--- src/rtl/bin_to_bcd_seq.sv ---
// Sequential binary-to-BCD converter (iterative double-dabble, one bit per clock).
// Produces packed BCD digits for the seven-segment decoders, a leading-zero
// blanking mask, and a saturating overflow flag for values that do not fit.
module bin_to_bcd_seq #(
  parameter int BIN_W  = 14,
  parameter int DIGITS = 4
) (
  input  logic                  clk,
  input  logic                  rst_n,
  input  logic                  start,
  input  logic [BIN_W-1:0]      bin,
  output logic                  busy,
  output logic                  done,
  output logic [4*DIGITS-1:0]   bcd,
  output logic [DIGITS-1:0]     blank,
  output logic                  overflow
);

  localparam int SW    = 4 * DIGITS;
  localparam int CNT_W = $clog2(BIN_W + 1);

  // Largest value representable in DIGITS decimal digits, fixed at elaboration.
  function automatic longint unsigned max_value(input int n);
    longint unsigned p;
    p = 1;
    for (int i = 0; i < n; i++) p = p * 10;
    return p - 1;
  endfunction

  localparam longint unsigned MAX_VAL = max_value(DIGITS);

  typedef enum logic {IDLE, CONV} state_t;

  state_t              state_q, state_d;
  logic [BIN_W-1:0]    shift_q, shift_d;
  logic [SW-1:0]       scratch_q, scratch_d;
  logic [CNT_W-1:0]    cnt_q, cnt_d;
  logic                ovf_pend_q, ovf_pend_d;
  logic [SW-1:0]       bcd_q, bcd_d;
  logic [DIGITS-1:0]   blank_q, blank_d;
  logic                overflow_q, overflow_d;
  logic                done_q, done_d;

  logic [SW-1:0]       adj;
  logic [SW-1:0]       scratch_shift;
  logic [SW-1:0]       result;
  logic [DIGITS-1:0]   blank_calc;
  logic                bin_too_big;

  // Add-3 correction on every digit in parallel before the shift.
  for (genvar gi = 0; gi < DIGITS; gi++) begin : g_add3
    assign adj[4*gi +: 4] = (scratch_q[4*gi +: 4] >= 4'd5) ? scratch_q[4*gi +: 4] + 4'd3
                                                          : scratch_q[4*gi +: 4];
  end

  // Scratch MSB is dropped on the shift; that only happens for saturated values.
  assign scratch_shift = {adj[SW-2:0], shift_q[BIN_W-1]};
  assign result        = ovf_pend_q ? {DIGITS{4'h9}} : scratch_shift;
  assign bin_too_big   = (64'(bin) > MAX_VAL);

  // Digit i is blanked when it and every more significant digit are zero.
  assign blank_calc[0] = 1'b0;
  for (genvar gi = 1; gi < DIGITS; gi++) begin : g_blank
    assign blank_calc[gi] = (result[SW-1:4*gi] == '0);
  end

  // State register; reset aborts any conversion without a done pulse.
  always_ff @(posedge clk or negedge rst_n) begin
    if (!rst_n) begin
      state_q    <= IDLE;
      shift_q    <= '0;
      scratch_q  <= '0;
      cnt_q      <= '0;
      ovf_pend_q <= 1'b0;
      bcd_q      <= '0;
      blank_q    <= {{(DIGITS-1){1'b1}}, 1'b0};
      overflow_q <= 1'b0;
      done_q     <= 1'b0;
    end else begin
      state_q    <= state_d;
      shift_q    <= shift_d;
      scratch_q  <= scratch_d;
      cnt_q      <= cnt_d;
      ovf_pend_q <= ovf_pend_d;
      bcd_q      <= bcd_d;
      blank_q    <= blank_d;
      overflow_q <= overflow_d;
      done_q     <= done_d;
    end
  end

  // Next-state logic: capture in IDLE, one double-dabble step per CONV cycle.
  always_comb begin
    state_d    = state_q;
    shift_d    = shift_q;
    scratch_d  = scratch_q;
    cnt_d      = cnt_q;
    ovf_pend_d = ovf_pend_q;
    bcd_d      = bcd_q;
    blank_d    = blank_q;
    overflow_d = overflow_q;
    done_d     = 1'b0;
    case (state_q)
      IDLE: begin
        if (start) begin
          shift_d    = bin;
          scratch_d  = '0;
          cnt_d      = CNT_W'(BIN_W);
          ovf_pend_d = bin_too_big;
          state_d    = CONV;
        end
      end
      CONV: begin
        scratch_d = scratch_shift;
        shift_d   = shift_q << 1;
        cnt_d     = cnt_q - 1'b1;
        if (cnt_q == CNT_W'(1)) begin
          bcd_d      = result;
          blank_d    = blank_calc;
          overflow_d = ovf_pend_q;
          done_d     = 1'b1;
          state_d    = IDLE;
        end
      end
      default: state_d = IDLE;
    endcase
  end

  assign busy     = (state_q == CONV);
  assign done     = done_q;
  assign bcd      = bcd_q;
  assign blank    = blank_q;
  assign overflow = overflow_q;

endmodule

--- config.mk ---
export PLATFORM = sky130hd
export DESIGN_NAME = bin_to_bcd_seq
export DESIGN_NICKNAME = d
export VERILOG_FILES = /design/src/rtl/bin_to_bcd_seq.sv
export SDC_FILE = /design/constraint.sdc
export NUM_CORES = 1
export LEC_CHECK = 0
export ABC_AREA = 1
export CAP_MARGIN = 30
export CORE_ASPECT_RATIO = 0.7
export CORE_MARGIN = 2
export CORE_UTILIZATION = 31
export DETAILED_ROUTE_END_ITERATION = 10
export GPL_TIMING_DRIVEN = 0
export PLACE_DENSITY = 0.5
export SYNTH_ARGS = -nofsm -noshare
export SYNTH_HDL_FRONTEND = slang
export SYNTH_SLANG_ARGS = --single-unit
--- constraint.sdc ---
create_clock -name clk -period 3.35 [get_ports clk]
set_input_delay 0.67 -clock clk [delete_from_list [all_inputs] [get_ports clk]]
set_output_delay 0.67 -clock clk [all_outputs]
set_load 0.1 [all_outputs]
==> results of run 1 <==
## placed cells by master (no fill, tap or decap), drive strengths merged, types with 2 or more instances in the layout
cell type      instances
a21oi                  4
a22oi                  5
buf                    5
clkbuf                18
clkdlybuf4s50         37
clkinv                 5
dfrtp                 54
dfstp                  3
ha                    10
inv                   38
nand2                 94
nand3                 14
nand4                  4
nor2                  25
o211ai                 5
o21ai                 30
o221ai                 2
o22ai                 13
## per-layer routing
metal	global-route usage, %	up-vias	share of wire [%]
met1	22.61	999	54
met3	4.649	8	5.3
met2	20.47	56	39
li1	-	1122	-
met4	5.422	0	1.3
met5	0	-	0
## cell usage after synthesis
cell	number
buf_2	1
buf_1	1
buf_4	1
nand2_1	94
a22oi_1	5
a21oi_1	4
nor2_2	1
dfstp_2	3
clkbuf_1	6
inv_2	1
o221ai_1	2
dfrtp_1	54
o21ai_0	30
nor2_1	23
nor2_4	1
o22ai_1	13
inv_1	37
nand3_1	13
ha_1	10
nand4_1	4
o211ai_1	5
xor2_1	1
clkinv_1	2
conb_1	1
nand3_4	1
## flip-flops by register name, indices dropped and copies added, names as in the netlist
name / count
blank: 3
scratch_q: 16
cnt_q: 4
done: 1
bcd: 16
busy: 1
overflow: 1
shift_q: 14
ovf_pend_q: 1
## worst max-delay path by stage
stage,endpoint,slack [ps],cells past startpoint
after floorplan,bcd[11],1450,6
after global routing,busy,630,1
after global placement,cnt_q[2],-360,1
final,busy,690,1
after CTS,blank[3],680,1
after detailed placement,blank[3],1030,1
## worst register-to-register path, stage by stage (launching register included)
cell and delay (ps):
dfrtp_1 400, ha_1 210, inv_1 50, nor2_1 60
nand2_1 240, clkinv_1 390, o21ai_0 270, inv_1 60
## through the flow
stage	std cells	hold slack [ps]
floorplan	314	374.4
finish	474	355.9
global placement	457	456.8
detailed placement	458	458.9
global route	474	402.9
CTS	474	371.6
## logic make-up after synthesis
family / synth area share, %
AO/OA/AOI/OAI: 12.91
flip-flops: 53.66
AND/OR/NAND/NOR: 21.17
adder cells (fa/ha/maj): 4.695
buffers and inverters: 7.089
other: 0.1407
XOR/XNOR: 0.3287
## cell type report
cell class	count	area share, %
Sequential cell	57	41.17
Buffer	9	1.117
Clock buffer	12	6.808
Tap cell	105	3.782
Multi-Input combinational cell	208	30.12
Timing Repair Buffer	39	11.38
Inverter	40	4.323
Clock inverter	4	1.297
==> results.cfg, run 1 <==
[setup_path]
start_kind = flip-flop
critPathSlowestCell = clkdlybuf4s50_1
reg2reg_setup_slack_ps = 1550
ff2ff_path_depth = 7
worstPathRequired_ps = 2680
critPathLaunch = busy
worstSetupPathType = reg -> out
cp_slowest_stage_delay_ps = 1190
cp_top_family = buffers and inverters
cp_cell_sequence = clkdlybuf4s50_1
cp.arrival_ps = 1990
cp_num_buf_inv = 1
crit_fanout = 7
r2r_end = bcd[12]
crit_path_end_kind = output port
reg2reg_from = cnt_q[0]

[final_layout]
drive_above_1_share_pct = 6.504
postLayoutCellArea_mm2 = 0.003473
area_delta_synth_final_pct = 30.33
ff_latch_area_mm2 = 0.001430
final_util_pct = 41.31
multiInputGateArea_mm2 = 0.001046
nNetsFinal = 391
fillers = 847
antennaDiodeCount = 0

[flow_run]
drv_cap = 0

[synth]
syn_nets = 341
synth_top_area_share_pct = 50.70
synth-seq-cells = 57
avgSynthCellArea_um2 = 8.487
yosysWarnings = 0
netlist_area_mm2 = 0.002665
ys_top_cells_by_area = dfrtp_1 51%, nand2_1 13%, o21ai_0 5.6%
synthCells = 314
ys_types = 25
synth_top_area_cell = dfrtp_1
yosysSeqAreaShare_pct = 53.66

[timing]
rsz0062_at_grt = false
finalHoldViolCount = 0
setup_viol = 0
drv_slew = 0
layout_min_cycle_time_ps = 2657
worst_pin_slew_ps = 978.7
tns_ps = 0
period_share_pct = 79.32
slew_headroom_pct = 34.55
max_freq_mhz = 376.3
fin_skew_ps = 9.316
layout_setup_ws_ps = 692.8

[clock_network]
cts_setup_buffers = 0
numCtsBuffers = 9
htree_num_levels = 3
clkTransAtPathRegs_ps = 50
cts.sinks = 57
clock_latency_ps = 330
cts_hold_buf = 0
cts_resized = 0
cts_buffer_depth = 2
cts_tree = built
cts_root_buffer = clkbuf_16

[drt]
drtPass1Iterations = 4
drtIter0Drc = 125
wl_per_cell_um = 13.74
ant_nets = 0
routed_via_density = 4.610
vias = 2185
drc = 0
routed_wl_um = 6514

[global_routing]
grt_use_total_pct = 15.17
grt_pass1_vias = 2064
grt_max_degree = 34
grt_antenna_before_repair = 0
overflow = 0
grt_pass1_wl_um = 10580

[hold_path]
hp-class = in -> async

[floorplanning]
initial_utilization_pct = 31.70
die-area_mm2 = 0.009366
io_pins = 40
die-height_um = 81.58
core-area_mm2 = 0.008408
die_w_um = 114.8
rows = 28

[placement]
portBuffers = 38
post-place-ws_ps = 1032
dpl-instance-area_mm2 = 0.003192
dp_hpwl_um = 4598
gp_congestion = 0.8960

[outcome]
status = finished clean
Power of run 1 is left out: the tool's default activity adds up to more than one toggle a clock period on the data nets, which glitch-free logic cannot reach.
==> run 2: changes to the inputs <==
Settings changed: PLACE_DENSITY 0.5 to 0.51.
Clock period 3.35 ns to 2.3 ns, I/O delays scaled along.
==> results.cfg, run 2 (same netlist as run 1, synthesis figures left out) <==
[outcome]
status = finished clean

[clock_network]
clock_latency_ps = 330
clkTransAtPathRegs_ps = 50
cts_buffer_depth = 2
cts.sinks = 57
htree_num_levels = 3
cts_hold_buf = 0
cts_root_buffer = clkbuf_16
cts_tree = built
cts_setup_buffers = 0
numCtsBuffers = 9

[global_routing]
grt_pass1_vias = 2062
grt_pass1_wl_um = 10680
grt_antenna_before_repair = 0
overflow = 0
grt_use_total_pct = 15.26
grt_max_degree = 38

[final_layout]
drive_above_1_share_pct = 6.775
fillers = 873
layout_commonest_cell = nand2_1
antennaDiodeCount = 0
postLayoutCellArea_mm2 = 0.003488
area_delta_synth_final_pct = 30.89
multiInputGateArea_mm2 = 0.001046
ff_latch_area_mm2 = 0.001430
nNetsFinal = 391
final_cell_mix = 94 x nand2_1, 54 x dfrtp_1, 37 x inv_1, 30 x o21ai_0, 23 x nor2_1
final_util_pct = 41.49

[timing]
finalHoldViolCount = 0
max_freq_mhz = 441.3
fin_skew_ps = 3.620
drv_slew = 0
period_share_pct = 98.53
layout_min_cycle_time_ps = 2266
worst_pin_slew_ps = 988.7
rsz0062_at_grt = false
tns_ps = 0
whs_ps = 100.8
slew_headroom_pct = 33.98
setup_viol = 0

[placement]
dpl-instance-area_mm2 = 0.003192
portBuffers = 38
dp_hpwl_um = 4551
gp_congestion = 0.8465

[drt]
drc = 0
drtIter0Drc = 102
wl_per_cell_um = 13.70
ant_nets = 0
routed_wl_um = 6493
vias = 2201
drtPass1Iterations = 4
routed_via_density = 4.643

[floorplanning]
die-height_um = 81.58
die_w_um = 114.8
die-area_mm2 = 0.009366
core-area_mm2 = 0.008408
initial_utilization_pct = 31.70
io_pins = 40
rows = 28

[setup_path]
cp_num_buf_inv = 1
critPathSlowestCell = clkdlybuf4s50_1
cp_slowest_stage_delay_ps = 1130
worstSetupPathType = reg -> out
cp_cell_sequence = clkdlybuf4s50_1
r2r_end = bcd[8]
cp_top_family = buffers and inverters
reg2reg_setup_slack_ps = 530
crit_path_end_kind = output port
reg2reg_from = cnt_q[0]
ff2ff_path_depth = 7
cp.arrival_ps = 1810
crit_fanout = 2
worstPathRequired_ps = 1840
start_kind = flip-flop

[hold_path]
hp-class = in -> async

[flow_run]
drv_cap = 0
-- run 2: changes by cell type in the layout (fill, tap and decap cells not counted) --
cell	delta
bufinv_16	-1
dlymetal6s2s_1	+11
clkbuf_8	+2
clkbuf_1	-1
dlygate4sd2_1	+5
clkdlybuf4s50_1	-16
-- run 2: worst max-delay path by stage --
stage / from / to / cells after the start
after global routing: bcd[14] / bcd[14] / 1
after CTS: bcd[12] / bcd[12] / 1
after detailed placement: blank[3] / blank[3] / 1
final: bcd[3] / bcd[3] / 1
after global placement: rst_n / shift_q[9] / 1
after floorplan: busy / bcd[11] / 6
-- run 2: layer usage --
layer  wire [um]  track usage (%)
met1        3469            22.28
met2        2621            20.95
met3         318            5.240
met4          83            5.060
met5           0                0
-- run 2: metrics by stage --
stage               instances  worst slack (ps)
global route              474             1.875
global placement          457             -1173
CTS                       474             5.666
detailed placement        458             191.7
finish                    474             33.89
floorplan                 314             402.9
-- run 2: final cells by class --
type | count | area share, %
Clock buffer | 13 | 7.461
Sequential cell | 57 | 41.00
Multi-Input combinational cell | 208 | 29.99
Tap cell | 105 | 3.766
Timing Repair Buffer | 39 | 11.94
Inverter | 40 | 4.304
Clock inverter | 3 | 0.4304
Buffer | 9 | 1.112
-- run 2: what timing repair did --
item	4_1_cts	5_1_grt
pin swaps	0	0
resized for setup	5	11
setup endpoints to repair	5	11
Power of run 2 is left out for the same reason.
